**src/rtl/event_rate_counter.sv**
```systemverilog
// rtl/event_rate_counter.sv - gated event counter with held per-window totals
// Back-to-back windows of max(gate_len,1) COUNT cycles; totals saturate at all-ones.
module event_rate_counter #(
  parameter int WIDTH      = 32,
  parameter int GATE_WIDTH = 24
) (
  input  logic                  clk,
  input  logic                  rst,
  input  logic                  enable,
  input  logic                  event_i,
  input  logic [GATE_WIDTH-1:0] gate_len,
  output logic [WIDTH-1:0]      count_o,
  output logic                  count_valid,
  output logic                  overflow,
  output logic                  busy
);

  typedef enum logic [1:0] {S_IDLE, S_ARM, S_COUNT} state_t;

  localparam logic [WIDTH-1:0] ONES = '1;

  state_t                state_q, state_d;
  logic [GATE_WIDTH-1:0] gate_q, gate_d;
  logic [WIDTH-1:0]      acc_q, acc_d;
  logic                  sat_q, sat_d;
  logic [WIDTH-1:0]      count_q, count_d;
  logic                  valid_q, valid_d;
  logic                  ovf_q, ovf_d;

  logic [GATE_WIDTH-1:0] gate_load;
  logic [WIDTH-1:0]      acc_sum;
  logic                  drop;

  assign gate_load = (gate_len == '0) ? GATE_WIDTH'(1) : gate_len;
  // Saturation means an event arrived while the accumulator was already full.
  assign drop      = (acc_q == ONES) && event_i;
  assign acc_sum   = (acc_q == ONES) ? ONES : acc_q + WIDTH'(event_i);

  always_comb begin
    state_d = state_q;
    gate_d  = gate_q;
    acc_d   = acc_q;
    sat_d   = sat_q;
    count_d = count_q;
    ovf_d   = ovf_q;
    valid_d = 1'b0;
    case (state_q)
      S_IDLE: begin
        if (enable) state_d = S_ARM;
      end
      S_ARM: begin
        if (!enable) begin
          state_d = S_IDLE;
        end else begin
          gate_d  = gate_load;
          acc_d   = '0;
          sat_d   = 1'b0;
          state_d = S_COUNT;
        end
      end
      S_COUNT: begin
        if (!enable) begin
          state_d = S_IDLE;
        end else if (gate_q == GATE_WIDTH'(1)) begin
          count_d = acc_sum;
          ovf_d   = sat_q | drop;
          valid_d = 1'b1;
          acc_d   = '0;
          sat_d   = 1'b0;
          gate_d  = gate_load;
        end else begin
          acc_d  = acc_sum;
          sat_d  = sat_q | drop;
          gate_d = gate_q - GATE_WIDTH'(1);
        end
      end
      default: state_d = S_IDLE;
    endcase
  end

  always_ff @(posedge clk) begin
    if (rst) begin
      state_q <= S_IDLE;
      gate_q  <= '0;
      acc_q   <= '0;
      sat_q   <= 1'b0;
      count_q <= '0;
      valid_q <= 1'b0;
      ovf_q   <= 1'b0;
    end else begin
      state_q <= state_d;
      gate_q  <= gate_d;
      acc_q   <= acc_d;
      sat_q   <= sat_d;
      count_q <= count_d;
      valid_q <= valid_d;
      ovf_q   <= ovf_d;
    end
  end

  assign count_o     = count_q;
  assign count_valid = valid_q;
  assign overflow    = ovf_q;
  assign busy        = (state_q != S_IDLE);

endmodule

```
**config.mk**
```make
export PLATFORM = sky130hd
export DESIGN_NAME = event_rate_counter
export DESIGN_NICKNAME = d
export VERILOG_FILES = /design/src/rtl/event_rate_counter.sv
export SDC_FILE = /design/constraint.sdc
export NUM_CORES = 1
export LEC_CHECK = 0
export ABC_AREA = 1
export CELL_PAD_IN_SITES_DETAIL_PLACEMENT = 1
export CELL_PAD_IN_SITES_GLOBAL_PLACEMENT = 1
export CORE_ASPECT_RATIO = 1.1
export CORE_MARGIN = 2
export CORE_UTILIZATION = 36
export CTS_CLUSTER_DIAMETER = 200
export CTS_CLUSTER_SIZE = 30
export DETAILED_ROUTE_END_ITERATION = 12
export PLACE_DENSITY_LB_ADDON = 0.1
export SLEW_MARGIN = 20
export SYNTH_ARGS = -nofsm -noshare
export SYNTH_HDL_FRONTEND = slang
export SYNTH_SLANG_ARGS = --single-unit
```
**constraint.sdc**
```tcl
create_clock -name clk -period 1.8 [get_ports clk]
set_clock_uncertainty 0.2 [all_clocks]
set_input_delay 0.36 -clock clk [delete_from_list [all_inputs] [get_ports clk]]
set_output_delay 0.36 -clock clk [all_outputs]
set_load 0.1 [all_outputs]
```
==> run_results.csv, run 1 <==
group,metric,value,unit
run_status,outcome,"complete, but fails checks",
run_status,violations,"setup timing",
synth,yosysMostFrequentCell,"nand2_1",
detailed_routing,via_per_inst,5.31,
placed_design,gp_congestion,0.909,
critical_path,crit_path_frequent_cell,"nor2_4",
clock_tree,cts_buffer_depth,2,
synth,synthFlopType,"dfxtp_1",
synth,ys_ff_latch,93,
timing,rsz0062_at_grt,"true",
timing,setup_viol,80,
critical_path,slowest_stage,"dfxtp_2",
timing,period_minus_slack,1.93,ns
placed_design,dpl_worst_slack,-0.739,ns
die,die_h,135,µm
pwr,p_sw_share,29.8,%
synth,yosys_warnings,0,
layout,drive_above_1_share,40.9,%
pwr,p_leak,3.88,nW
timing,worst_pin_slew,0.318,ns
detailed_routing,drt_first_iter_violations,431,
clock_tree,cts_sinks,93,
layout,syn2layout_area_growth,60.6,%
critical_path,crit_type,"flip-flop to flip-flop",
synth,postSynthCellCount,862,
synth,synth_cell_types,34,
timing,finalHoldViolations,0,
grt,grt_pass1_vias,7013,
clock_tree,clk_pin_slew,0.07,ns
detailed_routing,drc,0,
die,die_area,16700,µm²
clock_tree,clock_latency,0.36,ns
pwr,ir_drop,0.438,mV
clock_tree,cts-root-buf,"clkbuf_16",
synth,yosysTopAreaCell,"dfxtp_1",
layout,final_nets,1087,
clock_tree,htreeDepth,3,
critical_path,critical-path-max-stage-delay,0.34,ns
grt,antenna_found_initial,0,
pwr,combinationalPowerShare,22.0,%
pwr,intPower,0.00379,W
grt,grt_pass1_wl,36500,µm
clock_tree,cts_made_buffers,9,
critical_path,critical-path-top-delay-family,"simple AND/OR/NAND/NOR gates",
synth,synth_commonest_cells,"228 x nand2_1, 156 x nor2_1, 93 x dfxtp_1",
synth,synth.net_count,894,
synth,synth_area_leaders,"dfxtp_1 33%, nand2_1 15%, nor2_1 10%",
synth,synth_top_area_share,33.0,%
timing,setup_ws,-0.128,ns
placed_design,hpwl,15700,µm
timing,max_freq,519,MHz
critical_path,cp.required,1.84,ns
timing,max_slew_margin,78.8,%
timing,period_share,107,%
synth,synthArstFlopShare,0,%
placed_design,io_buffers,62,
detailed_routing,final_antenna_net_count,0,
clock_tree,hold_buffers,0,
pwr,p_switching,0.00161,W
timing,slew_viol_final,0,
grt,gr-total-overflow,0,
detailed_routing,wirelength,25500,µm
die,start_util,37.2,%
die,die_x,123,µm
grt,track_usage,28.5,%
critical_path,crit_path_start_kind,"flip-flop",
critical_path,cp-end-kind,"flip-flop",
critical_path,path_buf_inv,2,
synth,syn_area_per_cell,6.54,µm²
detailed_routing,routedWlPerCell,20.3,µm
pwr,powerDensity,596,nW/µm²
pwr,seq_power_share,39.5,%
critical_path,cp.arrival,1.97,ns
die,rows,47,
die,core_area,15200,µm²
synth,syn_area,5640,µm²
hold_path,min_path_type,"input pin to flip-flop",
detailed_routing,drt_first_pass_iters,4,
critical_path,crit_fanout,8,
layout,n_antenna_cell,0,
pwr,p_total,0.00540,W
timing,whs,0.306,ns
die,ios,63,
job,max-cap-violations,0,
pwr,clockPowerShare,38.5,%
critical_path,crit_chain,"nor2_4 > nand2_1 > nor2_4 > nand3_4 > buf_4 > nand2_8 > buf_8 > o21ai_1 > a21oi_1 > nor2_1",
synth,synth_edf_count,0,
synth,synth_seq_area_share,33.0,%
grt,grt_max_degree,49,
clock_tree,cts_tree,"done",
detailed_routing,vias,6667,
-- layout make-up --
| cell class | count | area [µm²] |
|---|---|---|
| fillers | 1871 | 6120 |
| multi-input cells | 658 | 3880 |
| repair buffers | 211 | 2370 |
| flip-flops and latches | 93 | 1900 |
| inverters | 81 | 333 |
| clock buffers | 13 | 270 |
| well taps | 196 | 245 |
| clock inverters | 3 | 42.5 |
| repair inverters | 1 | 8.76 |
-- placed cells by master, fill, tap and decap left out, types with 10 or more instances in the layout --
master           count
nor2_2              36
clkdlybuf4s50_1     25
clkbuf_16           10
buf_4              118
nand3_1             31
buf_6               13
o21ai_1             15
nand2_1            207
o21ai_0             27
dfxtp_1             63
dfxtp_2             28
o21ai_2             13
a31oi_1             12
a21oi_1             22
nand3_2             19
nand3b_1            15
xor2_1              11
nor2_1             108
nor2_4              31
nand2_2             38
a21oi_2             24
buf_12              49
inv_1               68
-- power by group through the flow --
stage          Clock [W]  Sequential, W  Combinational (W)
6_report         0.00208        0.00213            0.00119
5_1_grt          0.00216        0.00214            0.00127
4_1_cts          0.00207        0.00213            0.00103
3_3_place_gp           0        0.00216           0.000886
2_1_floorplan          0        0.00217           0.000500
3_5_place_dp           0        0.00217           0.000921
-- per-stage QoR --
| stage | cells | instance area [µm²] | util (%) | TNS (ns) |
|---|---|---|---|---|
| after global placement | 1207 | 7690 | 50.7 | -34.88 |
| after detailed placement | 1207 | 7690 | 50.7 | -40.07 |
| after floorplan | 862 | 5650 | - | 0 |
| final | 1256 | 9050 | 59.7 | -4.00 |
| after global routing | 1256 | 9050 | 59.7 | -9.40 |
| after CTS | 1238 | 8450 | 55.7 | -1.44 |
-- timing repair --
| item | 4_1_cts | 5_1_grt |
|---|---|---|
| setup buffers | 13 | 16 |
| setup endpoints to repair | 91 | 91 |
| pin swaps | 19 | 43 |
| cloned | 2 | 2 |
| gates resized for setup | 96 | 135 |
| hold endpoints to repair | 0 | 0 |
-- per-layer routing --
| metal | GRT usage, % | routed length (µm) | up-vias |
|---|---|---|---|
| met4 | 12.6 | 1250 | 0 |
| li1 | - | - | 3125 |
| met1 | 31.5 | 9790 | 3289 |
| met2 | 54.0 | 13700 | 172 |
| met3 | 3.11 | 780 | 81 |
| met5 | 0 | 0 | - |
-- flip-flops by register name (all words and copies together), names as in the netlist --
name         flops
count_valid      1
acc_q           32
count_o         32
overflow         1
gate_q          24
state_q          2
sat_q            1
-- worst min-delay path: cells and delay by family --
| family | cells | cell delay (ns) |
|---|---|---|
| buffers and inverters | 2 | 0.34 |
| and+or+nand+nor | 1 | 0.12 |
-- cell families (layout without fill, tap and decap cells) --
family	after synthesis	count (layout)	synth area share, %
buf+inv	111	309	8.70
simple gates	510	510	41.3
fa+ha+maj	4	4	0.888
flops	93	93	33.0
xor+xnor	23	23	3.57
compound gates	121	121	12.5
-- worst paths after layout --
kind                             endpoint       from  slack [ns]  depth (start not counted)
worst max-delay path            gate_q[6]  gate_q[2]       -0.13                         10
worst min-delay path            gate_q[2]        rst        0.31                          3
worst max register to register  gate_q[6]  gate_q[2]       -0.13                         10
worst min register to register  acc_q[17]  acc_q[17]        0.31                          2
Note: power is estimated with default switching activity, not from simulation.
==> run 2: changes to the inputs <==
--- a/config.mk
+++ b/config.mk
@@ -14,6 +14,7 @@
 export CTS_CLUSTER_DIAMETER = 200
 export CTS_CLUSTER_SIZE = 30
 export DETAILED_ROUTE_END_ITERATION = 12
+export MAX_ROUTING_LAYER = met4
 export PLACE_DENSITY_LB_ADDON = 0.1
 export SLEW_MARGIN = 20
 export SYNTH_ARGS = -nofsm -noshare
==> run_results.csv, run 2 (synthesis results as in run 1) <==
group,metric,value,unit
critical_path,cp.arrival,1.98,ns
pwr,p_leak,3.96,nW
layout,final_nets,1092,
layout,drive_above_1_share,39.2,%
critical_path,crit_path_start_kind,"flip-flop",
detailed_routing,wirelength,24400,µm
timing,finalHoldViolations,0,
detailed_routing,drt_first_iter_violations,318,
critical_path,crit_fanout,8,
grt,track_usage,30.0,%
grt,gr-total-overflow,0,
run_status,violations,"setup timing",
detailed_routing,drc,0,
pwr,ir_drop,0.462,mV
timing,rsz0062_at_grt,"true",
timing,worst_pin_slew,0.335,ns
critical_path,cp-end-kind,"flip-flop",
timing,slew_viol_final,0,
die,die_x,123,µm
placed_design,gp_congestion,0.907,
critical_path,cp.required,1.88,ns
detailed_routing,routedWlPerCell,19.3,µm
placed_design,hpwl,16400,µm
pwr,seq_power_share,40.6,%
pwr,p_sw_share,30.2,%
die,core_area,15200,µm²
clock_tree,clk_pin_slew,0.07,ns
pwr,combinationalPowerShare,20.9,%
die,ios,63,
timing,period_share,106,%
timing,period_minus_slack,1.90,ns
timing,max_freq,526,MHz
layout,final_cell_mix,"211 x nand2_1, 123 x buf_4, 116 x nor2_1",
layout,final_util,59.6,%
pwr,powerDensity,580,nW/µm²
layout,n_antenna_cell,0,
grt,grt_pass1_vias,7133,
die,start_util,37.2,%
clock_tree,cts_sinks,93,
grt,grt_pass1_wl,37100,µm
critical_path,crit_type,"flip-flop to flip-flop",
die,rows,47,
clock_tree,cts_buffer_depth,2,
pwr,intPower,0.00366,W
clock_tree,htreeDepth,3,
timing,tns,-2.05,ns
die,die_h,135,µm
detailed_routing,final_antenna_net_count,0,
detailed_routing,drt_first_pass_iters,4,
critical_path,reg2regPathDepth,10,
run_status,outcome,"complete, but fails checks",
layout,finalNonFillerCells,1261,
layout,mostFrequentLayoutCell,"nand2_1",
timing,whs,0.158,ns
clock_tree,clock_latency,0.36,ns
hold_path,hold_depth,2,
clock_tree,cts-root-buf,"clkbuf_16",
grt,grt_max_degree,42,
grt,antenna_found_initial,0,
detailed_routing,via_per_inst,5.20,
hold_path,min_path_type,"input pin to flip-flop",
layout,syn2layout_area_growth,60.4,%
job,max-cap-violations,0,
placed_design,io_buffers,62,
timing,max_slew_margin,77.7,%
die,die_area,16700,µm²
pwr,clockPowerShare,38.5,%
detailed_routing,vias,6558,
clock_tree,cts_made_buffers,9,
timing,setup_viol,57,
pwr,p_switching,0.00159,W
timing,setup_ws,-0.102,ns
placed_design,dp.cells,1222,
clock_tree,cts_tree,"done",
run 2: critical path: stages (launching register included):
cell,delay [ns]
dfxtp_2,0.32
inv_2,0.08
ha_4,0.15
nand3_4,0.08
nor2_4,0.13
nand3_4,0.12
nor2_4,0.16
buf_12,0.17
buf_12,0.14
o21ai_2,0.06
a31oi_1,0.19
run 2: final timing paths:
kind / end / start / slack, ns
max: count_o[4] / gate_q[1] / -0.10
min: gate_q[6] / rst / 0.16
max reg2reg: count_o[4] / gate_q[1] / -0.10
min reg2reg: acc_q[25] / acc_q[25] / 0.32
run 2: repair_timing:
action | in CTS | in global routing
endpoints found under the setup margin | 91 | 91
gates cloned | 4 | 3
pin swaps | 25 | 43
resized for setup | 98 | 119
hold buffers | 0 | 0
buffers inserted | 14 | 5
endpoints found under the hold margin | 0 | 0
run 2: power by group through the flow:
| stage | clock network [W] | registers (W) | logic (W) |
|---|---|---|---|
| after global placement | 0 | 0.00216 | 0.000927 |
| after floorplan | 0 | 0.00217 | 0.000500 |
| after detailed placement | 0 | 0.00216 | 0.000963 |
| after global routing | 0.00212 | 0.00213 | 0.00120 |
| after CTS | 0.00205 | 0.00213 | 0.00104 |
| final | 0.00202 | 0.00213 | 0.00110 |
run 2: area by class of cell:
| cell class | instances | area (µm²) |
|---|---|---|
| Multi-Input combinational cell | 658 | 3810 |
| Tap cell | 196 | 245 |
| Fill cell | 1886 | 6130 |
| Inverter | 81 | 329 |
| Timing Repair Buffer | 217 | 2470 |
| Clock buffer | 10 | 229 |
| Clock inverter | 6 | 70.1 |
| Sequential cell | 93 | 1890 |
run 2: per-stage QoR:
stage / cell area [µm²] / worst slack, ns / power, W
2_1_floorplan: 5650 / 0.0169 / 0.00267
3_3_place_gp: 7830 / -0.608 / 0.00309
3_5_place_dp: 7830 / -0.659 / 0.00313
4_1_cts: 8640 / -0.101 / 0.00521
5_1_grt: 9040 / -0.208 / 0.00545
6_report: 9040 / -0.102 / 0.00525
run 2: layer usage:
layer / vias up / GRT usage, % / wire (µm)
li1: 3138 / - / -
met1: 3241 / 33.1 / 9610
met2: 119 / 53.7 / 13200
met3: 60 / 2.48 / 617
met4: 0 / 14.5 / 945
met5: - / - / 0
==> run 3: changes to the inputs <==
--- a/config.mk
+++ b/config.mk
@@ -16,7 +16,7 @@
 export DETAILED_ROUTE_END_ITERATION = 12
 export MAX_ROUTING_LAYER = met4
 export PLACE_DENSITY_LB_ADDON = 0.1
-export SLEW_MARGIN = 20
+export RECOVER_POWER = 50
 export SYNTH_ARGS = -nofsm -noshare
 export SYNTH_HDL_FRONTEND = slang
 export SYNTH_SLANG_ARGS = --single-unit
==> constraint.sdc (replaced) <==
create_clock -name clk -period 1.7 [get_ports clk]
set_clock_uncertainty 0.2 [all_clocks]
set_input_delay 0.34 -clock clk [delete_from_list [all_inputs] [get_ports clk]]
set_output_delay 0.34 -clock clk [all_outputs]
set_load 0.1 [all_outputs]
==> run_results.csv, run 3 (synthesis results as in run 1) <==
group,metric,value,unit
critical_path,path_buf_inv,1,
detailed_routing,drt_first_pass_iters,5,
clock_tree,cts_tree,"done",
detailed_routing,via_per_inst,5.68,
layout,syn2layout_area_growth,73.9,%
layout,final_cell_mix,"191 x nand2_1, 161 x buf_4, 110 x nor2_1",
clock_tree,cts_buffer_depth,2,
die,die_area,16700,µm²
detailed_routing,final_antenna_net_count,0,
pwr,ir_drop,0.461,mV
die,start_util,37.2,%
detailed_routing,wirelength,31200,µm
timing,slew_viol_final,0,
run_status,violations,"setup timing",
die,rows,47,
pwr,p_total,0.00596,W
grt,grt_max_degree,44,
critical_path,slowest_stage,"dfxtp_2",
grt,antenna_found_initial,0,
critical_path,crit_chain,"ha_4 > ha_4 > inv_2 > nor2_4 > nand3_2 > o21ai_1 > nand3b_1 > nor2_1 > nor2_1",
timing,setup_ws,-0.431,ns
timing,finalHoldViolations,0,
detailed_routing,routedWlPerCell,23.8,µm
detailed_routing,vias,7435,
detailed_routing,drc,0,
die,core_area,15200,µm²
clock_tree,clk_pin_slew,0.08,ns
job,max-cap-violations,0,
timing,period_minus_slack,2.13,ns
pwr,p_leak,4.58,nW
placed_design,hpwl,16700,µm
placed_design,gp_congestion,0.949,
run_status,outcome,"complete, but fails checks",
critical_path,crit_fanout,4,
layout,final_nets,1139,
grt,grt_pass1_vias,7206,
critical_path,crit_path_start_kind,"flip-flop",
layout,mostFrequentLayoutCell,"nand2_1",
timing,worst_pin_slew,0.360,ns
clock_tree,htreeDepth,3,
clock_tree,cts_sinks,93,
timing,max_freq,469,MHz
placed_design,dpl_worst_slack,-0.729,ns
timing,max_slew_margin,76.0,%
grt,gr-total-overflow,0,
critical_path,crit_type,"flip-flop to flip-flop",
layout,drive_above_1_share,47.7,%
pwr,powerDensity,608,nW/µm²
detailed_routing,drt_first_iter_violations,490,
clock_tree,cts_made_buffers,9,
hold_path,min_path_type,"input pin to flip-flop",
grt,grt_pass1_wl,37500,µm
critical_path,critical-path-top-delay-family,"simple AND/OR/NAND/NOR gates",
die,ios,63,
grt,track_usage,30.2,%
die,die_h,135,µm
clock_tree,clock_latency,0.37,ns
layout,n_antenna_cell,0,
timing,setup_viol,91,
timing,period_share,125,%
timing,rsz0062_at_grt,"true",
die,die_x,123,µm
layout,final_util,64.6,%
critical_path,cp.arrival,2.19,ns
critical_path,cp.required,1.75,ns
placed_design,io_buffers,62,
critical_path,critical-path-max-stage-delay,0.35,ns
clock_tree,cts-root-buf,"clkbuf_16",
critical_path,cp-end-kind,"flip-flop",
run 3: what timing repair did:
item	4_1_cts	5_1_grt
hold buffers	0	0
setup endpoints to repair	91	92
pin swaps	24	79
setup buffers	11	18
cloned	3	8
gates resized for setup	116	209
run 3: cell type report:
| class | instances | area [µm²] |
|---|---|---|
| Multi-Input combinational cell | 658 | 4310 |
| Clock inverter | 6 | 61.3 |
| Timing Repair Buffer | 263 | 2700 |
| Clock buffer | 10 | 239 |
| Fill cell | 1787 | 5370 |
| Timing Repair inverter | 1 | 11.3 |
| Sequential cell | 93 | 1910 |
| Tap cell | 196 | 245 |
| Inverter | 81 | 333 |
run 3: stage by stage:
stage | TNS [ns] | hold slack, ns | area, µm² | instances
2_1_floorplan | 0 | 0.219 | 5670 | 862
3_3_place_gp | -39.08 | 0.266 | 8110 | 1253
3_5_place_dp | -42.97 | 0.291 | 8110 | 1253
4_1_cts | -7.48 | 0.165 | 8960 | 1283
5_1_grt | -24.00 | 0.183 | 9810 | 1308
6_report | -18.23 | 0.179 | 9810 | 1308
run 3: worst paths after layout:
path,start,to,slack (ns),cells after the start
worst max-delay path,acc_q[0],count_o[18],-0.43,9
worst min-delay path,rst,gate_q[4],0.18,3
worst max register to register,acc_q[0],count_o[18],-0.43,9
worst min register to register,acc_q[17],acc_q[17],0.31,2
run 3: worst reg2reg max path: cells and delay by family (launching register included):
| kind | cells | cell delay, ns |
|---|---|---|
| fa+ha+maj | 2 | 0.32 |
| compound gates | 1 | 0.21 |
| simple gates | 5 | 0.88 |
| buf+inv | 1 | 0.05 |
| flops | 1 | 0.35 |
run 3: power by group:
part	leakage (nW)	internal, W	switching [W]
Clock	0.149	0.00118	0.00103
Sequential	0.767	0.00221	0.0000417
Combinational	3.66	0.000675	0.000823
run 3: per-layer routing:
| metal | vias up | track usage (%) | wire length, µm |
|---|---|---|---|
| li1 | 3235 | - | - |
| met1 | 3676 | 32.3 | 11200 |
| met2 | 350 | 56.3 | 16000 |
| met3 | 174 | 3.66 | 1610 |
| met4 | 0 | 10.9 | 2370 |
| met5 | - | - | 0 |
==> RTL change: new RTL, settings of run 1 <==
Encoding of `state_t`: now one-hot (3 bits for 3 states).
--- a/src/rtl/event_rate_counter.sv
+++ b/src/rtl/event_rate_counter.sv
@@ -15,7 +15,7 @@
   output logic                  busy
 );
 
-  typedef enum logic [1:0] {S_IDLE, S_ARM, S_COUNT} state_t;
+  typedef enum logic [2:0] {S_IDLE = 3'b001, S_ARM = 3'b010, S_COUNT = 3'b100} state_t;
 
   localparam logic [WIDTH-1:0] ONES = '1;
 
Formal check against the unedited RTL: same outputs for any inputs over 10 cycles, from zero or initial values and one cycle with rst high; not proved beyond that.
==> RTL change against run 1 <==
  * The flow still finishes with violations (setup timing)
  * Count of clock-buffer cells in the layout is 3 lower
  * Worst setup slack worse by 0.57 ns
  * Via count is 15% higher
  * Power is 8.4% higher
  * Cell area is 12% higher
  * Wire length is 36% higher
  * Synthesized area is 2.6% lower
  * Critical path depth stayed put
  * First-iteration DRC count is 52% higher
  * Sequential cell count is 1 higher
  * Critical endpoint is now gate_q[13]
  * Largest power group unchanged
==> RTL change: results (changes against run 1) <==
{
  "number_of_global_route_vias_before_repair": {"value": 7302, "change": "+4.1%"},
  "place.gp.congestion": {"value": 0.8838, "change": "-2.8%"},
  "grt_use_total": {"value": 0.2982, "change": "+0.01285"},
  "synth.net_count": {"value": 890, "change": "-0.45%"},
  "post_synth.cell_area_avg": {"value": 6.399, "unit": "um2", "change": "-2.2%"},
  "finish.net_count": {"value": 1142, "change": "+5.1%"},
  "grt_use_met2": {"value": 0.5615, "change": "+0.02177"},
  "power.leakage": {"value": 4.468, "unit": "nW", "change": "+15%"},
  "place_hpwl": {"value": 16270, "unit": "um", "change": "+3.4%"},
  "violations_in_the_final_reports": "setup timing",
  "wl_per_cell": {"value": 26.41, "unit": "um", "change": "+30%"},
  "drt_first_pass_iters": {"value": 5, "change": "+1"},
  "yosysSeqAreaShare": {"value": 0.3428, "change": "+0.01260"},
  "peakVddDrop": {"value": 0.3968, "unit": "mV", "change": "-9.4%"},
  "finalWorstSetupSlack": {"value": -0.6979, "unit": "ns", "change": "-0.5694 ns"},
  "final_layout_size_suffix_gt1_frac": {"value": 0.5058, "change": "+0.09640"},
  "max_freq": {"value": 400.3, "unit": "MHz", "change": "-23%"},
  "grt_first_pass_wirelength": {"value": 37470, "unit": "um", "change": "+2.7%"},
  "global_route.usage.met1": {"value": 0.3211, "change": "+0.005870"},
  "reg2reg_to": "gate_q[13]",
  "vias": {"value": 7687, "change": "+15%"},
  "grt.met3_usage": {"value": 0.04067, "change": "+0.009523"},
  "synth.top_cells.by_area": "sky130_fd_sc_hd__dfxtp_1 34%, sky130_fd_sc_hd__nand2_1 17%, sky130_fd_sc_hd__nor2_1 9.3%",
  "fin_cells": {"value": 1311, "change": "+4.4%"},
  "crit-reg2reg-launch": "gate_q[5]",
  "outcome": "finished with violations",
  "grt_max_degree": {"value": 33, "change": "-33%"},
  "dr.first_iter.drc_count": {"value": 656, "change": "+52%"},
  "final_setup_vio_count": {"value": 91, "change": "+14%"},
  "n_fill_cell": {"value": 1734, "change": "-7.3%"},
  "max_slew_margin": {"value": 0.6623, "change": "-0.1255"}
}
[RTL change: worst min path at each step]
| stage | to | slack [ns] | cells after the start |
|---|---|---|---|
| 5_1_grt | gate_q[18] | 0.09 | 2 |
| 6_report | gate_q[18] | 0.08 | 2 |
| 3_3_place_gp | acc_q[0] | 0.28 | 2 |
| 3_5_place_dp | acc_q[0] | 0.29 | 2 |
| 2_1_floorplan | acc_q[29] | 0.27 | 2 |
| 4_1_cts | gate_q[18] | 0.06 | 2 |
[RTL change: cell families (layout without fill, tap and decap cells)]
group | Yosys count | in the layout | synth area share
AOI/OAI and AO/OA | 118 | 118 | 0.1158
DFF | 94 | 94 | 0.3428
adders and majority gates | 4 | 4 | 0.009116
and+or+nand+nor | 525 | 525 | 0.4271
buffers and inverters | 104 | 361 | 0.08455
xor gates and xnor gates | 13 | 13 | 0.02074
[RTL change: layout make-up]
class	count	area, um2	area share
repair buffers	271	3078	0.3029
well taps	196	245.2	0.02413
flip-flops and latches	94	1939	0.1909
clock inverters	6	46.29	0.004556
clock buffers	10	229.0	0.02253
multi-input cells	660	4278	0.4210
repair inverters	1	16.27	0.001601
inverters	73	329.1	0.03239
[RTL change: what timing repair did]
action                     CTS  global route
pin swaps                   24            81
setup endpoints to repair   90            90
gates resized for setup    121           311
setup buffers               15            31
cloned                       8             6
[RTL change: report_power, final]
group | switching, mW | internal [mW]
Clock | 1.00 | 0.951
Sequential | 0.0441 | 2.11
Combinational | 1.02 | 0.729
[RTL change: per-layer routing]
layer  up-vias  part of all wire
met2       373              0.50
li1       3269                 -
met5         -                 0
met4         0             0.088
met3       201             0.064
met1      3844              0.35
[RTL change: critical path, cell delays in order (launching register included)]
cell                      delay [ns]
sky130_fd_sc_hd__dfxtp_2        0.34
sky130_fd_sc_hd__buf_4          0.14
sky130_fd_sc_hd__nor2_2         0.12
sky130_fd_sc_hd__nand2_2        0.08
sky130_fd_sc_hd__nor2_4         0.31
sky130_fd_sc_hd__nand2_1        0.18
sky130_fd_sc_hd__nor2_1         0.24
sky130_fd_sc_hd__nand2_1        0.14
sky130_fd_sc_hd__nand2_1        0.10
sky130_fd_sc_hd__nand3_1        0.09
sky130_fd_sc_hd__a21oi_1        0.40
[RTL change: stage by stage]
step                      total power, mW  TNS [ns]  cell area [um2]  setup WS (ns)    util
after global placement              3.254    -39.13             7794        -0.7100  0.5197
final                               5.852    -15.43            10160        -0.6979  0.6776
after detailed placement            3.283    -41.83             7794        -0.7687  0.5197
after global routing                5.975    -20.78            10160        -0.7653  0.6776
after floorplan                     2.726         0             5522       0.009696       -
after CTS                           5.250    -3.397             8787       -0.09439  0.5860
